### config.mk
export PLATFORM = sky130hd
export DESIGN_NAME = pipe_scheduler_flat
export DESIGN_NICKNAME = d
export VERILOG_FILES = /design/src/rtl/pipe_scheduler_pkg.sv /design/src/rtl/pipe_scheduler_if.sv /design/src/rtl/pipe_lfsr.sv /design/src/rtl/pipe_scheduler.sv /design/src/flat_wrapper.sv
export SDC_FILE = /design/constraint.sdc
export NUM_CORES = 1
export LEC_CHECK = 0
export BUFFER_PORTS_ARGS = -buffer_cell sky130_fd_sc_hd__buf_4
export CAP_MARGIN = 20
export CORE_MARGIN = 2
export CORE_UTILIZATION = 55
export CTS_BUF_LIST = sky130_fd_sc_hd__clkbuf_4 sky130_fd_sc_hd__clkbuf_8
export DETAILED_ROUTE_END_ITERATION = 6
export GPL_TIMING_DRIVEN = 1
export PLACE_DENSITY_LB_ADDON = 0.08
export SYNTH_ARGS = -nofsm -noshare
export SYNTH_HDL_FRONTEND = slang
export SYNTH_HIERARCHICAL = 1
export SYNTH_SLANG_ARGS = --single-unit
export TNS_END_PERCENT = 5
### constraint.sdc
create_clock -name clk -period 4.6 [get_ports clk]
set_input_delay 0.92 -clock clk [delete_from_list [all_inputs] [get_ports clk]]
set_output_delay 0.92 -clock clk [all_outputs]
set_load 0.02 [all_outputs]
### src/rtl/pipe_scheduler_pkg.sv
// Shared definitions for the pipe scheduler slice.
// Holds the scene encodings, the per-pipe gap record layout, the default pipe
// count, the LFSR feedback mask, and a byte-rotate helper used when a pipe
// picks a new gap height.
package pipe_scheduler_pkg;

  localparam int N_PIPE_DEF = 3;

  localparam logic [1:0] SCENE_SPLASH   = 2'd0;
  localparam logic [1:0] SCENE_PLAYING  = 2'd1;
  localparam logic [1:0] SCENE_GAMEOVER = 2'd2;

  // One pipe on the gaps bus: {position, max_bnd, min_bnd}, 8 bits each.
  localparam int FIELD_W = 8;
  localparam int GAP_W   = 3 * FIELD_W;

  typedef struct packed {
    logic [FIELD_W-1:0] position;
    logic [FIELD_W-1:0] max_bnd;
    logic [FIELD_W-1:0] min_bnd;
  } gap_t;

  localparam logic [7:0] LFSR_MASK = 8'hB8;

  // Rotate left by n (mod 8): the top byte of {v, v} << n.
  function automatic logic [7:0] rotl8(input logic [7:0] v, input int unsigned n);
    logic [15:0] w;
    w = {v, v} << (n % 8);
    return w[15:8];
  endfunction

endpackage

### src/rtl/pipe_scheduler_if.sv
// Bus between the controller side (keys, bird, terminal size) and the pipe
// scheduler, plus the scene/gaps/score/hit outputs the view block draws.
//   start  : one-cycle start/restart request
//   n_row  : terminal rows,    n_col : terminal columns
//   bird   : {altitude[7:0], is_flapping}
//   scene  : 0 splash, 1 playing, 2 game over
//   gaps   : pipe i at gaps[24*i +: 24] = {position, max_bnd, min_bnd}
//   score  : pipes passed, saturating
//   hit    : one-cycle pulse when the game ends
interface pipe_scheduler_if
  import pipe_scheduler_pkg::*;
#(
  parameter int N_PIPE = N_PIPE_DEF
);
  logic                      start;
  logic [7:0]                n_row;
  logic [7:0]                n_col;
  logic [8:0]                bird;
  logic [1:0]                scene;
  logic [GAP_W*N_PIPE-1:0]   gaps;
  logic [7:0]                score;
  logic                      hit;

  modport master (
    output start, n_row, n_col, bird,
    input  scene, gaps, score, hit
  );

  modport slave (
    input  start, n_row, n_col, bird,
    output scene, gaps, score, hit
  );
endinterface

### src/rtl/pipe_lfsr.sv
// 8-bit Galois LFSR that advances every clock and is reloaded only by rst.
//   clk  : system clock
//   rst  : synchronous active-high reset, loads SEED
//   lfsr : current register value
module pipe_lfsr
  import pipe_scheduler_pkg::*;
#(
  parameter logic [7:0] SEED = 8'hA5
) (
  input  logic       clk,
  input  logic       rst,
  output logic [7:0] lfsr
);

  always_ff @(posedge clk) begin
    if (rst) lfsr <= SEED;
    else     lfsr <= {1'b0, lfsr[7:1]} ^ (lfsr[0] ? LFSR_MASK : 8'h00);
  end

endmodule

### src/rtl/pipe_scheduler.sv
// Pipe field owner: scrolls the pipes left, recycles pipes that reach the left
// edge with a pseudo-random gap, detects bird collisions and keeps the score,
// while sequencing splash / playing / game over.
//   clk : system clock
//   rst : synchronous active-high reset
//   bus : pipe_scheduler_if.slave (start, n_row, n_col, bird in;
//         scene, gaps, score, hit out)
//
// state          | meaning
// SCENE_SPLASH   | gaps held, waiting for start
// SCENE_PLAYING  | pipes scroll every SCROLL_DIV ticks, collisions checked
// SCENE_GAMEOVER | gaps and score frozen, start returns to splash
module pipe_scheduler
  import pipe_scheduler_pkg::*;
#(
  parameter int N_PIPE      = N_PIPE_DEF,
  parameter int SCROLL_DIV  = 4,
  parameter int LEFT_EDGE   = 2,
  parameter int BIRD_COL_HI = 8,
  parameter int GAP_H       = 10,
  parameter int MIN_FLOOR   = 5,
  parameter logic [7:0] SEED = 8'hA5,
  parameter logic [GAP_W*N_PIPE-1:0] INIT_GAPS =
    {8'd20, 8'd30, 8'd20, 8'd40, 8'd25, 8'd15, 8'd60, 8'd35, 8'd25}
) (
  input  logic           clk,
  input  logic           rst,
  pipe_scheduler_if.slave bus
);

  localparam logic [7:0] TICK_LAST = 8'(SCROLL_DIV - 1);

  logic [1:0]              scene_q;
  logic [GAP_W*N_PIPE-1:0] gaps_q;
  logic [GAP_W*N_PIPE-1:0] gaps_step;
  logic [7:0]              score_q;
  logic [7:0]              score_step;
  logic [8:0]              score_sum;
  logic                    hit_q;
  logic [7:0]              tick_q;
  logic [7:0]              lfsr;
  logic [7:0]              altitude;
  logic [7:0]              lim;
  logic [N_PIPE-1:0]       recycle;
  logic [N_PIPE-1:0]       pipe_hit;
  logic                    collision;
  logic                    step;
  logic                    unused_flap;

  pipe_lfsr #(.SEED(SEED)) u_lfsr (
    .clk  (clk),
    .rst  (rst),
    .lfsr (lfsr)
  );

  assign altitude    = bus.bird[8:1];
  assign unused_flap = bus.bird[0];
  // Wraps for tiny terminals; the gap is then nonsense but never X.
  assign lim         = bus.n_row - 8'(GAP_H) - 8'd1;

  for (genvar i = 0; i < N_PIPE; i++) begin : g_pipe
    gap_t       cur;
    gap_t       nxt;
    logic [7:0] r;
    logic [7:0] cand;
    logic [7:0] new_min;

    assign cur     = gaps_q[GAP_W*i +: GAP_W];
    // Each pipe sees a differently rotated LFSR so simultaneous recycles differ.
    assign r       = rotl8(lfsr, i);
    assign cand    = 8'(MIN_FLOOR) + {2'b00, r[5:0]};
    assign new_min = (cand < lim) ? cand : lim;

    assign recycle[i]  = cur.position <= 8'(LEFT_EDGE);
    assign pipe_hit[i] = (cur.position <= 8'(BIRD_COL_HI)) &&
                         ((altitude >= cur.max_bnd) || (altitude <= cur.min_bnd));

    always_comb begin
      nxt = cur;
      if (recycle[i]) begin
        nxt.position = bus.n_col - 8'd2;
        nxt.min_bnd  = new_min;
        nxt.max_bnd  = new_min + 8'(GAP_H);
      end else begin
        nxt.position = cur.position - 8'd1;
      end
    end

    assign gaps_step[GAP_W*i +: GAP_W] = nxt;
  end

  always_comb begin
    score_sum = {1'b0, score_q};
    for (int i = 0; i < N_PIPE; i++) score_sum = score_sum + {8'd0, recycle[i]};
    score_step = score_sum[8] ? 8'hFF : score_sum[7:0];
  end

  assign collision = (scene_q == SCENE_PLAYING) && ((altitude == 8'd0) || (|pipe_hit));
  assign step      = tick_q == TICK_LAST;

  always_ff @(posedge clk) begin
    if (rst) begin
      scene_q <= SCENE_SPLASH;
      gaps_q  <= INIT_GAPS;
      score_q <= 8'd0;
      hit_q   <= 1'b0;
      tick_q  <= 8'd0;
    end else begin
      hit_q <= 1'b0;
      case (scene_q)
        SCENE_SPLASH: begin
          if (bus.start) begin
            scene_q <= SCENE_PLAYING;
            tick_q  <= 8'd0;
          end
        end
        SCENE_PLAYING: begin
          // A collision pre-empts any scroll step due on the same cycle.
          if (collision) begin
            scene_q <= SCENE_GAMEOVER;
            hit_q   <= 1'b1;
          end else if (step) begin
            tick_q  <= 8'd0;
            gaps_q  <= gaps_step;
            score_q <= score_step;
          end else begin
            tick_q  <= tick_q + 8'd1;
          end
        end
        SCENE_GAMEOVER: begin
          if (bus.start) begin
            scene_q <= SCENE_SPLASH;
            gaps_q  <= INIT_GAPS;
            score_q <= 8'd0;
            tick_q  <= 8'd0;
          end
        end
        default: scene_q <= SCENE_SPLASH;
      endcase
    end
  end

  assign bus.scene = scene_q;
  assign bus.gaps  = gaps_q;
  assign bus.score = score_q;
  assign bus.hit   = hit_q;

endmodule

### src/flat_wrapper.sv
// flat-port wrapper written by rule: the top's interface ports become plain ports
module pipe_scheduler_flat import pipe_scheduler_pkg::*;
#(
  parameter int N_PIPE      = N_PIPE_DEF,
  parameter int SCROLL_DIV  = 4,
  parameter int LEFT_EDGE   = 2,
  parameter int BIRD_COL_HI = 8,
  parameter int GAP_H       = 10,
  parameter int MIN_FLOOR   = 5,
  parameter logic [7:0] SEED = 8'hA5,
  parameter logic [GAP_W*N_PIPE-1:0] INIT_GAPS =
    {8'd20, 8'd30, 8'd20, 8'd40, 8'd25, 8'd15, 8'd60, 8'd35, 8'd25}
)
  (clk, rst, bus_start, bus_n_row, bus_n_col, bus_bird, bus_scene, bus_gaps, bus_score, bus_hit);
  pipe_scheduler_if #(.N_PIPE(N_PIPE)) bus_i ();
  input  logic clk;
  input  logic rst;
  input wire logic [$bits(bus_i.start)-1:0] bus_start;
  input wire logic [$bits(bus_i.n_row)-1:0] bus_n_row;
  input wire logic [$bits(bus_i.n_col)-1:0] bus_n_col;
  input wire logic [$bits(bus_i.bird)-1:0] bus_bird;
  output wire logic [$bits(bus_i.scene)-1:0] bus_scene;
  output wire logic [$bits(bus_i.gaps)-1:0] bus_gaps;
  output wire logic [$bits(bus_i.score)-1:0] bus_score;
  output wire logic [$bits(bus_i.hit)-1:0] bus_hit;
  assign bus_i.start = bus_start;
  assign bus_i.n_row = bus_n_row;
  assign bus_i.n_col = bus_n_col;
  assign bus_i.bird = bus_bird;
  assign bus_scene = bus_i.scene;
  assign bus_gaps = bus_i.gaps;
  assign bus_score = bus_i.score;
  assign bus_hit = bus_i.hit;
  pipe_scheduler #(.N_PIPE(N_PIPE), .SCROLL_DIV(SCROLL_DIV), .LEFT_EDGE(LEFT_EDGE), .BIRD_COL_HI(BIRD_COL_HI), .GAP_H(GAP_H), .MIN_FLOOR(MIN_FLOOR), .SEED(SEED), .INIT_GAPS(INIT_GAPS)) u_core (.clk(clk), .rst(rst), .bus(bus_i));
endmodule
Word-level counts from Yosys, hierarchy flattened:

Index checks and enable logic that the tools add are counted.

* bits in read-only memories: 0
* memories kept: 0
* RAM bits: 0
* bits in registers: 99
* output and inout bits: 83
* logic and storage cells: 102
* latch bits: 0
* input port bits: 28

* eq/ne operators: 12
* multipliers: 0
* order comparisons: 15
* shifts and indexed selects: 0
* add/subtract/negate cells: 16
* div/mod/pow operators: 0
* multiplexer cells: 27
* bitwise logic cells: 2
* reduce and logical (&&, ||, !) cells: 21

Operator list (count)
* two-way mux 72 bit: 3
* case mux 72 bit (2 select lines): 1
* two-way mux 8 bit: 13
* two-way mux 16 bit: 3
* case mux 8 bit (2 select lines): 2
* subtractor 8 x 1 -> 8 bit (second input constant): 4
* adder 8 x 4 -> 8 bit (second input constant): 3
* >= comparator 8 bit: 3
* <= comparator 8 x 2 -> 1 bit (second input constant): 3
* <= comparator 8 x 4 -> 1 bit (second input constant): 3
* <= comparator 8 bit: 3
* < comparator 8 bit: 3
* adder 3 x 6 -> 7 bit (first input constant): 3
* adder 9 x 1 -> 9 bit: 2
* AND reduction 5 bit: 3
* inequality test 2 x 1 -> 1 bit (second input constant): 6
* adder 8 x 1 -> 9 bit: 1
* adder 8 x 1 -> 8 bit (second input constant): 1
* == test 8 x 2 -> 1 bit (second input constant): 1
* zero test 8 bit: 1
* subtractor 8 x 2 -> 8 bit (second input constant): 1
* subtractor 8 x 4 -> 8 bit (second input constant): 1
* bitwise XOR 7 x 8 -> 8 bit: 1
* two-way mux 2 bit: 3
* other kinds (14): 25

Logic depth before layout (Yosys ltp):

* depth in word-level cells: 9
* gate-level depth with buffers: 17
* depth with buffers taken out: 17

By module:

The synthesis kept the hierarchy.

By module, submodules not included
* pipe_scheduler: instances 1, seq. area each 1761.7 um2, cells an instance 918, area an instance 7213.2 um2
* pipe_lfsr: instances 1, seq. area each 160.2 um2, cells an instance 19, area an instance 231.5 um2

Least setup slack after synthesis:

OpenSTA, ideal clock, no wires.

* path type: input port to flip-flop
* from: input bus_n_row[0]
* to: register u_core.gaps_q[13], in the netlist u_core/bus.gaps[13]
* data arrival time: 3.978 ns
* setup time: 0.144 ns
* buffers on the path: 0
* required time: 4.456 ns
* path slack: 0.478 ns
* stages on the path: 15
* cell sequence: ha_1 -> o21ai_0 -> xor2_1 -> inv_1 -> ha_1 -> o21a_1 -> a21o_1 -> a211oi_1 -> nor2_2 -> mux2i_1 -> ha_1 -> nor2_1 -> mux2i_1 -> a2111oi_0 -> a311oi_1

* longest elaborated chain between the ends: 9

RTL lines
* from (decl): line flat_wrapper.sv:19 `input wire logic [$bits(bus_i.n_row)-1:0] bus_n_row;`
* subtractor 8 x 4 -> 8 bit (*): line pipe_scheduler.sv:59 `assign lim = bus.n_row - 8'(GAP_H) - 8'd1;`
* subtractor 8 x 1 -> 8 bit (*): line pipe_scheduler.sv:59
* < comparator 8 bit: line pipe_scheduler.sv:72 `assign new_min = (cand < lim) ? cand : lim;`
* two-way mux 8 bit (*): line pipe_scheduler.sv:72
* adder 8 x 4 -> 8 bit (*): line pipe_scheduler.sv:83 `nxt.max_bnd = new_min + 8'(GAP_H);`
* two-way mux 16 bit (*): line pipe_scheduler.sv:80 `if (recycle[i]) begin`
* two-way mux 72 bit (*): line pipe_scheduler.sv:122 `end else if (step) begin`
* two-way mux 72 bit (*): line pipe_scheduler.sv:119 `if (collision) begin`
* case mux 72 bit (2 select lines) (*): line pipe_scheduler.sv:110 `case (scene_q)`
* to (signal assigned): line pipe_scheduler.sv:124 `gaps_q <= gaps_step;`
* to (decl): line pipe_scheduler.sv:34 `logic [GAP_W*N_PIPE-1:0] gaps_q;`

Every way passes the cells marked *; elsewhere a longest branch is shown, timed or not. The select of a mux whose other input is x is not followed.
A chain may end at the register's enable or synchronous reset.

Worst setup path after layout:

Same ends and word-level chain as after synthesis.

==> metrics.txt <==
detailed-route via count=7539; Ant. Diodes=0; Synth Instances=937; Synth Area in Adders=between 10% and 20%; CP Max Fanout=9; Fmax achieved=0.2423 GHz; Reg-to-Reg End=u_core/bus.score[1]$_SDFFE_PP0P_; initial antenna violation count=0; total clock buffers created by CTS=9; clk slew on worst S/H paths=100 ps; final setup fails=0; vias in the first global route=approximately 6600; Congestion Overflow GR=0; Startpoint Class=input port; area of the multi-input gates=5050 um2; clk buf depth=2; Clk pwr share=between 20% and 30%; critical path class=input port to flip-flop; reg2reg setup slack=600 ps; Cell Area, Synth=7445 um2; Syn Area/Cell=between 7 and 8 um2; mux cell area share after synthesis=2.891%; RePlAce Congestion=0.9140; setup tns final=0 ps; Seq/Total Area, Yosys=25.82%; share of post-route cells with drive strength above 1=between 10% and 20%; area delta synth->final=16.24%; fillers=1253; core area=~13000 um2; 1st-pass router iterations=5; outcome=completed; Data arrival, critical path=between 4000 and 5000 ps; Final Slew Violations=0; YS warnings=6; Final Net Count=1144; EDFF count, synth=0; Hold Path Stages=2; Buf/Inv on CP=1; FF+latch area=~1900 um2; GRT Util Overall=29.86%; Routed Antenna Nets=0; Die W=120.3 um; worst-margin pin slew=807.9 ps; XOR/XNOR share of the synthesized area=4.000%; non-filler instance count after layout=roughly 1200; hold crit path type=flip-flop to flip-flop; # port buffers=109; vias per inst=approximately 6.2; smallest hold slack=498.2 ps; Initial Utilization=between 50 and 60%; Sw Pwr=0.0006626 W; first-pass GRT wire length=~35 mm; Rel. slew slack=between 40% and 50%; VDD IR max=0.0002000 V; Syn Nets=1047; hold path start=u_core/bus.gaps[15]$_SDFFE_PP0P_; Synth Area in Compound Gates=26.12%; Sw Ratio=around 34%; die footprint=14480 um2; RSZ-0062 raised after global routing=false; die height=~120 um; placed wire-length estimate=16.19 mm; most frequent CP cell=ha_1; main combinational cell family by area after synthesis=compound AO/OA/AOI/OAI gates; CP top delay family=compound AO/OA/AOI/OAI gates; 1st-iter DRT viols=around 750; I/O pin total=111; Power, Total=0.001947 W; internal power=0.001284 W; FF+latch count, synth=96; Finished Cell Area=8653 um2; largest net degree at the start of global routing=75; commonest cells after routing, fill and taps aside=buf_4 (133), dfxtp_1 (96), o21ai_0 (81), ha_1 (80), a21oi_1 (76); CP max stage delay=about 470 ps; dpl cells=1199; Max Cap Viol=0; synth unique cells=73; share of power burned in registers=44.0%; ys async rst share=0%; post-CTS setup buffer count=0; Tcrit/Tclk final=89.73%; wire length per cell=18.05 um; Most used DFF post-synth=dfxtp_1; critical path endpoint category=flip-flop; combinational power share=26.8%; r2r worst-path depth=14; H-tree lvl count=3; worst-path cell chain=buf_4, ha_1, o21ai_0, nand2_1, xor2_1, ha_1, o21ai_0, nor2_2, mux2i_1, ha_1, nor2_1, mux2i_1, a2111oi_0, a311oi_1; final wirelength=21.93 mm; # DRC=0; Final Hold Violating Endpoints=0; critical path's slowest cell=a2111oi_0; worst r2r src=u_core/bus.gaps[69]$_SDFFE_PP0P_; clk_skew=8.743 ps; simple-gate share of the synthesized area=slightly above 20%; CTS tree=yes; CTS sink count=96; Pleak=3.529 nW; PD cells=225.0 nW/um2; Post-CTS Resized=0; WHS Endpoint=u_core/bus.gaps[15]$_SDFFE_PP0P_; clock root buffer=clkbuf_8; Worst-Skew Late Latency=390 ps; CTS hold repair buffers=0; Rows=42; dpl cell area=roughly 8500 um2; commonest non-fill, non-tap cell in the layout=buf_4; CP Data Required Time=4850 ps; Final min period=4128 ps
## routing by layer
layer,up-vias,wire length (um),track usage [%]
met3,30,1644,4.009
met5,-,0,0
met2,327,9489,45.53
met4,0,396,7.922
met1,3513,10400,44.23
li1,3669,-,-
## cells by family after synthesis
kind of cell / count (synthesis)
buffers and inverters: 120
AOI/OAI and AO/OA: 304
adders and majority gates: 82
muxes: 21
and+or+nand+nor: 280
xor gates and xnor gates: 34
DFF: 96
## worst max path at each step
| stage | from | end | slack, ps | cells past startpoint |
|---|---|---|---|---|
| 3_5_place_dp | bus_n_row[0] | u_core/bus.gaps[37]$_SDFFE_PP0P_ | 220 | 17 |
| 5_1_grt | bus_n_row[0] | u_core/bus.gaps[37]$_SDFFE_PP0P_ | 240 | 17 |
| 6_report | bus_n_row[0] | u_core/bus.gaps[13]$_SDFFE_PP1P_ | 470 | 14 |
| 4_1_cts | bus_n_row[0] | u_core/bus.gaps[13]$_SDFFE_PP1P_ | 580 | 14 |
| 3_3_place_gp | bus_n_row[0] | u_core/bus.gaps[13]$_SDFFE_PP1P_ | 330 | 14 |
| 2_1_floorplan | bus_n_row[0] | u_core/bus.gaps[13]$_SDFFE_PP1P_ | 480 | 15 |
## per-stage QoR
| stage | utilization [%] | setup WS (ps) |
|---|---|---|
| finish | 65.34 | 472.3 |
| detailed placement | 63.92 | 219.5 |
| CTS | 65.34 | 582.7 |
| global route | 65.34 | 239.8 |
| floorplan | - | 478.4 |
| global placement | 63.92 | 334.3 |
## power by group through the flow
| stage | combinational, W | sequential [W] | clock, W |
|---|---|---|---|
| floorplan | 0.000371 | 0.000868 | 0 |
| global placement | 0.000502 | 0.000875 | 0 |
| detailed placement | 0.000510 | 0.000876 | 0 |
| CTS | 0.000515 | 0.000857 | 0.000575 |
| global route | 0.000580 | 0.000859 | 0.000609 |
| finish | 0.000522 | 0.000856 | 0.000568 |
## synthesized netlist by cell type (all sizes together), types with 23 or more instances
library cell / number / area (um2)
dfxtp: 96 / 1922
o21ai: 87 / 435.4
ha: 80 / 1001
a21oi: 77 / 385.4
inv: 71 / 266.5
nor2: 53 / 225.2
nand2: 52 / 195.2
clkbuf: 33 / 123.9
nor3: 30 / 150.1
a31oi: 26 / 162.7
nand3: 26 / 130.1
xnor2: 23 / 201.4
## layout make-up
cell class	count	share of cell area, %
Clock inverter	5	0.4338
Timing Repair Buffer	133	11.54
Multi-Input combinational cell	721	58.36
Tap cell	176	2.545
Inverter	73	3.167
Sequential cell	96	22.21
Clock buffer	11	1.750
## registers in the layout, indices dropped and copies added, names as in the netlist
signal and flops:
u_core/bus.hit 1, u_core/u_lfsr/lfsr 8, u_core/bus.gaps 69, u_core/tick_q 8
u_core/bus.scene 2, u_core/bus.score 8
## worst min-delay path: stages, from the launching register on
cell and delay [ps]:
dfxtp_1 350, nand2_1 60, mux2i_1 50
(Power assumes the default switching activity.)
